<file path="src/rtl/step_sequencer.sv">
// Step sequencer: walks an index through NUM_STEPS positions, dwelling
// TICKS_PER_STEP one-shot timer expiries on each, re-arming the timer per tick.
module step_sequencer #(
   parameter int NUM_STEPS      = 8,
   parameter int STEP_W         = 3,
   parameter int TICKS_PER_STEP = 4,
   parameter int TICK_W         = 3
) (
   input  logic              i_clk,
   input  logic              i_rst_n,
   input  logic              i_go,
   input  logic              i_abort,
   input  logic              i_loop,
   input  logic              i_tmr_pulse,
   output logic              o_start_tmr,
   output logic [STEP_W-1:0] o_step,
   output logic              o_step_valid,
   output logic              o_step_adv,
   output logic              o_busy,
   output logic              o_done
);

   typedef enum logic [1:0] {
      S_IDLE   = 2'd0,
      S_ARM    = 2'd1,
      S_WAIT   = 2'd2,
      S_FINISH = 2'd3
   } state_t;

   localparam logic [TICK_W-1:0] LP_TICK_LAST = TICK_W'(TICKS_PER_STEP - 1);
   localparam logic [STEP_W-1:0] LP_STEP_LAST = STEP_W'(NUM_STEPS - 1);

   state_t              r_state;
   logic [TICK_W-1:0]   r_tick;
   logic [STEP_W-1:0]   r_step;
   logic                r_start_tmr;
   logic                r_step_valid;
   logic                r_step_adv;
   logic                r_busy;
   logic                r_done;

   logic                w_tick_last;
   logic                w_step_last;

   assign w_tick_last = (r_tick == LP_TICK_LAST);
   assign w_step_last = (r_step == LP_STEP_LAST);

   // Every output is a register; strobes default low and are set only on the
   // edge that enters the state they belong to.
   always_ff @(posedge i_clk or negedge i_rst_n) begin
      if (!i_rst_n) begin
         r_state      <= S_IDLE;
         r_tick       <= '0;
         r_step       <= '0;
         r_start_tmr  <= 1'b0;
         r_step_valid <= 1'b0;
         r_step_adv   <= 1'b0;
         r_busy       <= 1'b0;
         r_done       <= 1'b0;
      end else begin
         r_start_tmr <= 1'b0;
         r_step_adv  <= 1'b0;
         r_done      <= 1'b0;
         case (r_state)
            S_IDLE: begin
               if (i_go) begin
                  r_state      <= S_ARM;
                  r_step       <= '0;
                  r_tick       <= '0;
                  r_step_adv   <= 1'b1;
                  r_start_tmr  <= 1'b1;
                  r_step_valid <= 1'b1;
                  r_busy       <= 1'b1;
               end
            end
            S_ARM: begin
               if (i_abort) begin
                  r_state      <= S_IDLE;
                  r_tick       <= '0;
                  r_step_valid <= 1'b0;
                  r_busy       <= 1'b0;
               end else begin
                  r_state <= S_WAIT;
               end
            end
            S_WAIT: begin
               if (i_abort) begin
                  r_state      <= S_IDLE;
                  r_tick       <= '0;
                  r_step_valid <= 1'b0;
                  r_busy       <= 1'b0;
               end else if (i_tmr_pulse) begin
                  if (!w_tick_last) begin
                     r_tick      <= r_tick + TICK_W'(1);
                     r_state     <= S_ARM;
                     r_start_tmr <= 1'b1;
                  end else begin
                     r_tick <= '0;
                     if (!w_step_last) begin
                        r_step      <= r_step + STEP_W'(1);
                        r_step_adv  <= 1'b1;
                        r_state     <= S_ARM;
                        r_start_tmr <= 1'b1;
                     end else if (i_loop) begin
                        // Explicit wrap keeps non-power-of-two step counts correct
                        r_step      <= '0;
                        r_step_adv  <= 1'b1;
                        r_state     <= S_ARM;
                        r_start_tmr <= 1'b1;
                     end else begin
                        r_state      <= S_FINISH;
                        r_done       <= 1'b1;
                        r_step_valid <= 1'b0;
                     end
                  end
               end
            end
            S_FINISH: begin
               r_state      <= S_IDLE;
               r_tick       <= '0;
               r_step_valid <= 1'b0;
               r_busy       <= 1'b0;
            end
            default: begin
               r_state      <= S_IDLE;
               r_tick       <= '0;
               r_step_valid <= 1'b0;
               r_busy       <= 1'b0;
            end
         endcase
      end
   end

   assign o_start_tmr  = r_start_tmr;
   assign o_step       = r_step;
   assign o_step_valid = r_step_valid;
   assign o_step_adv   = r_step_adv;
   assign o_busy       = r_busy;
   assign o_done       = r_done;

endmodule

</file>
<file path="config.mk">
export PLATFORM = sky130hd
export DESIGN_NAME = step_sequencer
export DESIGN_NICKNAME = d
export VERILOG_FILES = /design/src/rtl/step_sequencer.sv
export SDC_FILE = /design/constraint.sdc
export NUM_CORES = 1
export LEC_CHECK = 0
export CAP_MARGIN = 20
export CORE_MARGIN = 8
export CORE_UTILIZATION = 29
export CTS_CLUSTER_DIAMETER = 60
export CTS_CLUSTER_SIZE = 25
export DETAILED_ROUTE_END_ITERATION = 10
export DONT_BUFFER_PORTS = 1
export PLACE_DENSITY = 0.55
export SLEW_MARGIN = 10
export SYNTH_ARGS = -nofsm -noshare
export SYNTH_HDL_FRONTEND = slang
export SYNTH_SLANG_ARGS = --single-unit
</file>
<file path="constraint.sdc">
create_clock -name i_clk -period 1.8 [get_ports i_clk]
set_input_delay 0.36 -clock i_clk [delete_from_list [all_inputs] [get_ports i_clk]]
set_output_delay 0.36 -clock i_clk [all_outputs]
set_load 0.05 [all_outputs]
</file>
==> summary.md, run 1 <==
| Metric | Value |
|---|---|
| Status | finished, final reports clean |
| EDFF count, synth | 0 |
| Worst slew pin tran | 0.640 ns |
| Total routed wirelength | 1.55 mm |
| Async set-reset flop share out of synthesis | 100% |
| Worst hold-check path type | input pin to flip-flop |
| Routed via count | 569 |
| Syn_nets | 85 |
| GPL Wtd Cong | 0.706 |
| RSZ-0062 raised after global routing | true |
| Highest Clock Rate | 0.566 GHz |
| Flops & latches, synth | 13 |
| Core area | 2450 sq um |
| Clock Skew | 0.00160 ns |
| Final setup viols | 0 |
| Die area | 4460 sq um |
| Max-Cap Viols | 0 |
| Netlist cell types | 31 |
| Initial antenna violation count | 0 |
| Tot Pwr | 1.20 mW |
| CP arrival | 1.93 ns |
| Worst setup SP type | flip-flop |
| Rows | 18 |
| CTS sink cnt | 13 |
| Remaining antenna violation count | 0 |
| Slew Viols, Final | 0 |
| Vias/cell | 4.95 |
| Ys Warns | 0 |
| Slew Limit Headroom | 57.2% |
| Vias in the first global route | 587 |
| Worst-Skew Late Latency | 0.27 ns |
| Prevailing post-synth register cell | dfrtp_1 |
| Root Buffer | clkbuf_4 |
| Final Cycle Share | 98.2% |
| Num CTS Buffers | 3 |
| Most frequent cells after synthesis | dfrtp_1, nand2_1, ha_1 |
| Final-report hold violation count | 0 |
| CTS Buffer Depth | 2 |
| I/O Pins | 14 |
| Power per cell area | 1300 nW/um^2 |
| TNS Setup | 0 ns |
| Synth Instances | 73 |
| Crit path capture type | flip-flop |
| Yosys top cell area share | 43.6% |
| Clk pin slew, worst setup/hold paths | 0.08 ns |
| TritonRoute pass-1 iters | 4 |
| CTS tree | yes |
| Cell Area, Synth | 747 sq um |
| Iter 0 DRT Violations | 13 |
| First-pass GRT wire length | 2.68 mm |
| Critical path peak fanout | 5 |
| Area growth, synth to finish | 23.8% |
| Post-route minimum period | 1.77 ns |
| H-tree depth | 1 |
| Initial Util | 30.4% |
| Worst EP required | 1.96 ns |
| Syn Area/Cell | 10.2 sq um |
| I/O Buffers | 0 |
| Ant diodes | 0 |
| Final Net Count | 98 |
| Post-synthesis sequential area ratio | 43.6% |
| Synth area leaders | dfrtp_1, ha_1, nand2_1 |
| Routed len/inst | 13.5 um |
| Post-synth top area cell | dfrtp_1 |
| Gr ovfl total | 0 |
| Layout cell share with drive strength beyond 1 | 31.8% |
| Die height | 66.8 um |
| Peak supply drop | 622 uV |
| DR DRC count | 0 |
| Most common cell in the netlist | dfrtp_1 |
| Detailed Place HPWL | 1.26 mm |
| Critical path class | flip-flop to flip-flop |
| Pin count of the biggest net entering global routing | 14 |
| Filler instances | 253 |
| P_leak | 0.413 nW |
| Total GRT Usage | 7.78% |
| Die X | 66.8 um |
cells in the final DEF (no fill, tap or decap), drive strengths merged:
master,count
a31o,1
a211o,1
mux2,1
o31ai,1
nor3b,1
or3,1
ha,6
and2b,1
clkbuf,3
buf,8
dlygate4sd3,1
o21bai,1
nand2,10
clkinv,1
nor3,3
a21o,1
nand2b,6
dfrtp,13
nor4,1
and3,2
o221ai,1
nor2,3
o21ai,3
a2bb2oi,1
o211ai,1
o22ai,1
nor2b,1
a21oi,4
o2bb2ai,1
inv,4
o21a,2
flip-flops by register name (all words and copies together) (netlist names):
signal,cells
o_start_tmr,1
r_state,2
r_tick,3
o_busy,1
o_step_valid,1
o_done,1
o_step_adv,1
o_step,3
logic make-up (layout without fill, tap and decap cells):
family / Yosys count / count (layout) / share of synthesized area (%)
flops: 13 / 13 / 43.6
fa+ha+maj: 6 / 6 / 10.0
buf+inv: 5 / 17 / 2.68
simple gates: 29 / 29 / 23.5
compound gates: 19 / 19 / 18.3
mux: 1 / 1 / 2.01
per-layer routing:
layer	up-vias	GRT usage [%]	wire length [um]
met5	-	0	0
met1	263	9.23	705
met2	15	12.2	736
met3	5	2.52	84
li1	286	-	-
met4	0	4.00	25
worst max-delay path, stage by stage (launching register included):
cell and delay, ns:
dfrtp_2 0.44, ha_4 0.17, ha_4 0.16, nor2b_4 0.12, or3_4 0.40, and3_4 0.16, a211o_1 0.22
final timing paths:
check | startpoint | endpoint | slack (ns) | cells after the start
worst min-delay path | i_tmr_pulse | o_start_tmr | 0.22 | 2
worst max register to register | o_step[0] | o_step[0] | 0.03 | 6
max in group asynchronous | i_rst_n | o_step[0] | 0.86 | 1
min in group asynchronous | i_rst_n | o_busy | 0.52 | 1
worst min register to register | r_tick[2] | r_tick[2] | 0.49 | 1
worst max-delay path | o_step[0] | o_step[0] | 0.03 | 6
per-stage QoR:
step / utilization [%] / instances / worst slack [ns] / cell area (sq um) / hold slack (ns)
global placement: 35.0 / 109 / 0.0673 / 860 / 0.0649
floorplan: - / 73 / -0.0678 / 774 / 0.0644
global route: 37.7 / 115 / -0.0289 / 925 / 0.224
detailed placement: 35.0 / 109 / 0.0442 / 860 / 0.0648
CTS: 36.5 / 114 / 0.0347 / 897 / 0.212
finish: 37.7 / 115 / 0.0324 / 925 / 0.220
area by class of cell:
| type | instances | area [sq um] | share of cell area, % |
|---|---|---|---|
| clock buffers | 3 | 22.5 | 2.44 |
| clock inverters | 1 | 5.00 | 0.541 |
| inverters | 4 | 15.0 | 1.62 |
| multi-input cells | 55 | 447 | 48.3 |
| flip-flops and latches | 13 | 328 | 35.5 |
| well taps | 30 | 37.5 | 4.06 |
| repair buffers | 9 | 70.1 | 7.58 |
power breakdown:
| part | internal (mW) | switching (mW) | total [mW] |
|---|---|---|---|
| Clock | 0.0824 | 0.0995 | 0.182 |
| Sequential | 0.358 | 0.190 | 0.549 |
| Combinational | 0.216 | 0.256 | 0.473 |
repair_timing:
action	in CTS	in global routing
gates resized for setup	0	4
endpoints found under the hold margin	13	0
buffers inserted	0	1
endpoints found under the setup margin	0	2
hold buffers	1	0
(Power assumes the default switching activity.)
==> inputs of run 2 (changes only) <==
ABC_CLOCK_PERIOD_IN_PS = 1800   (was unset)
==> results of run 2 <==
No change in the layout: final DEF, timing and power equal those of run 1.
==> inputs of run 3 (changes only) <==
SLEW_MARGIN = 20   (was 10)
==> results of run 3 <==
No change in the layout: final DEF, timing and power equal those of run 1.
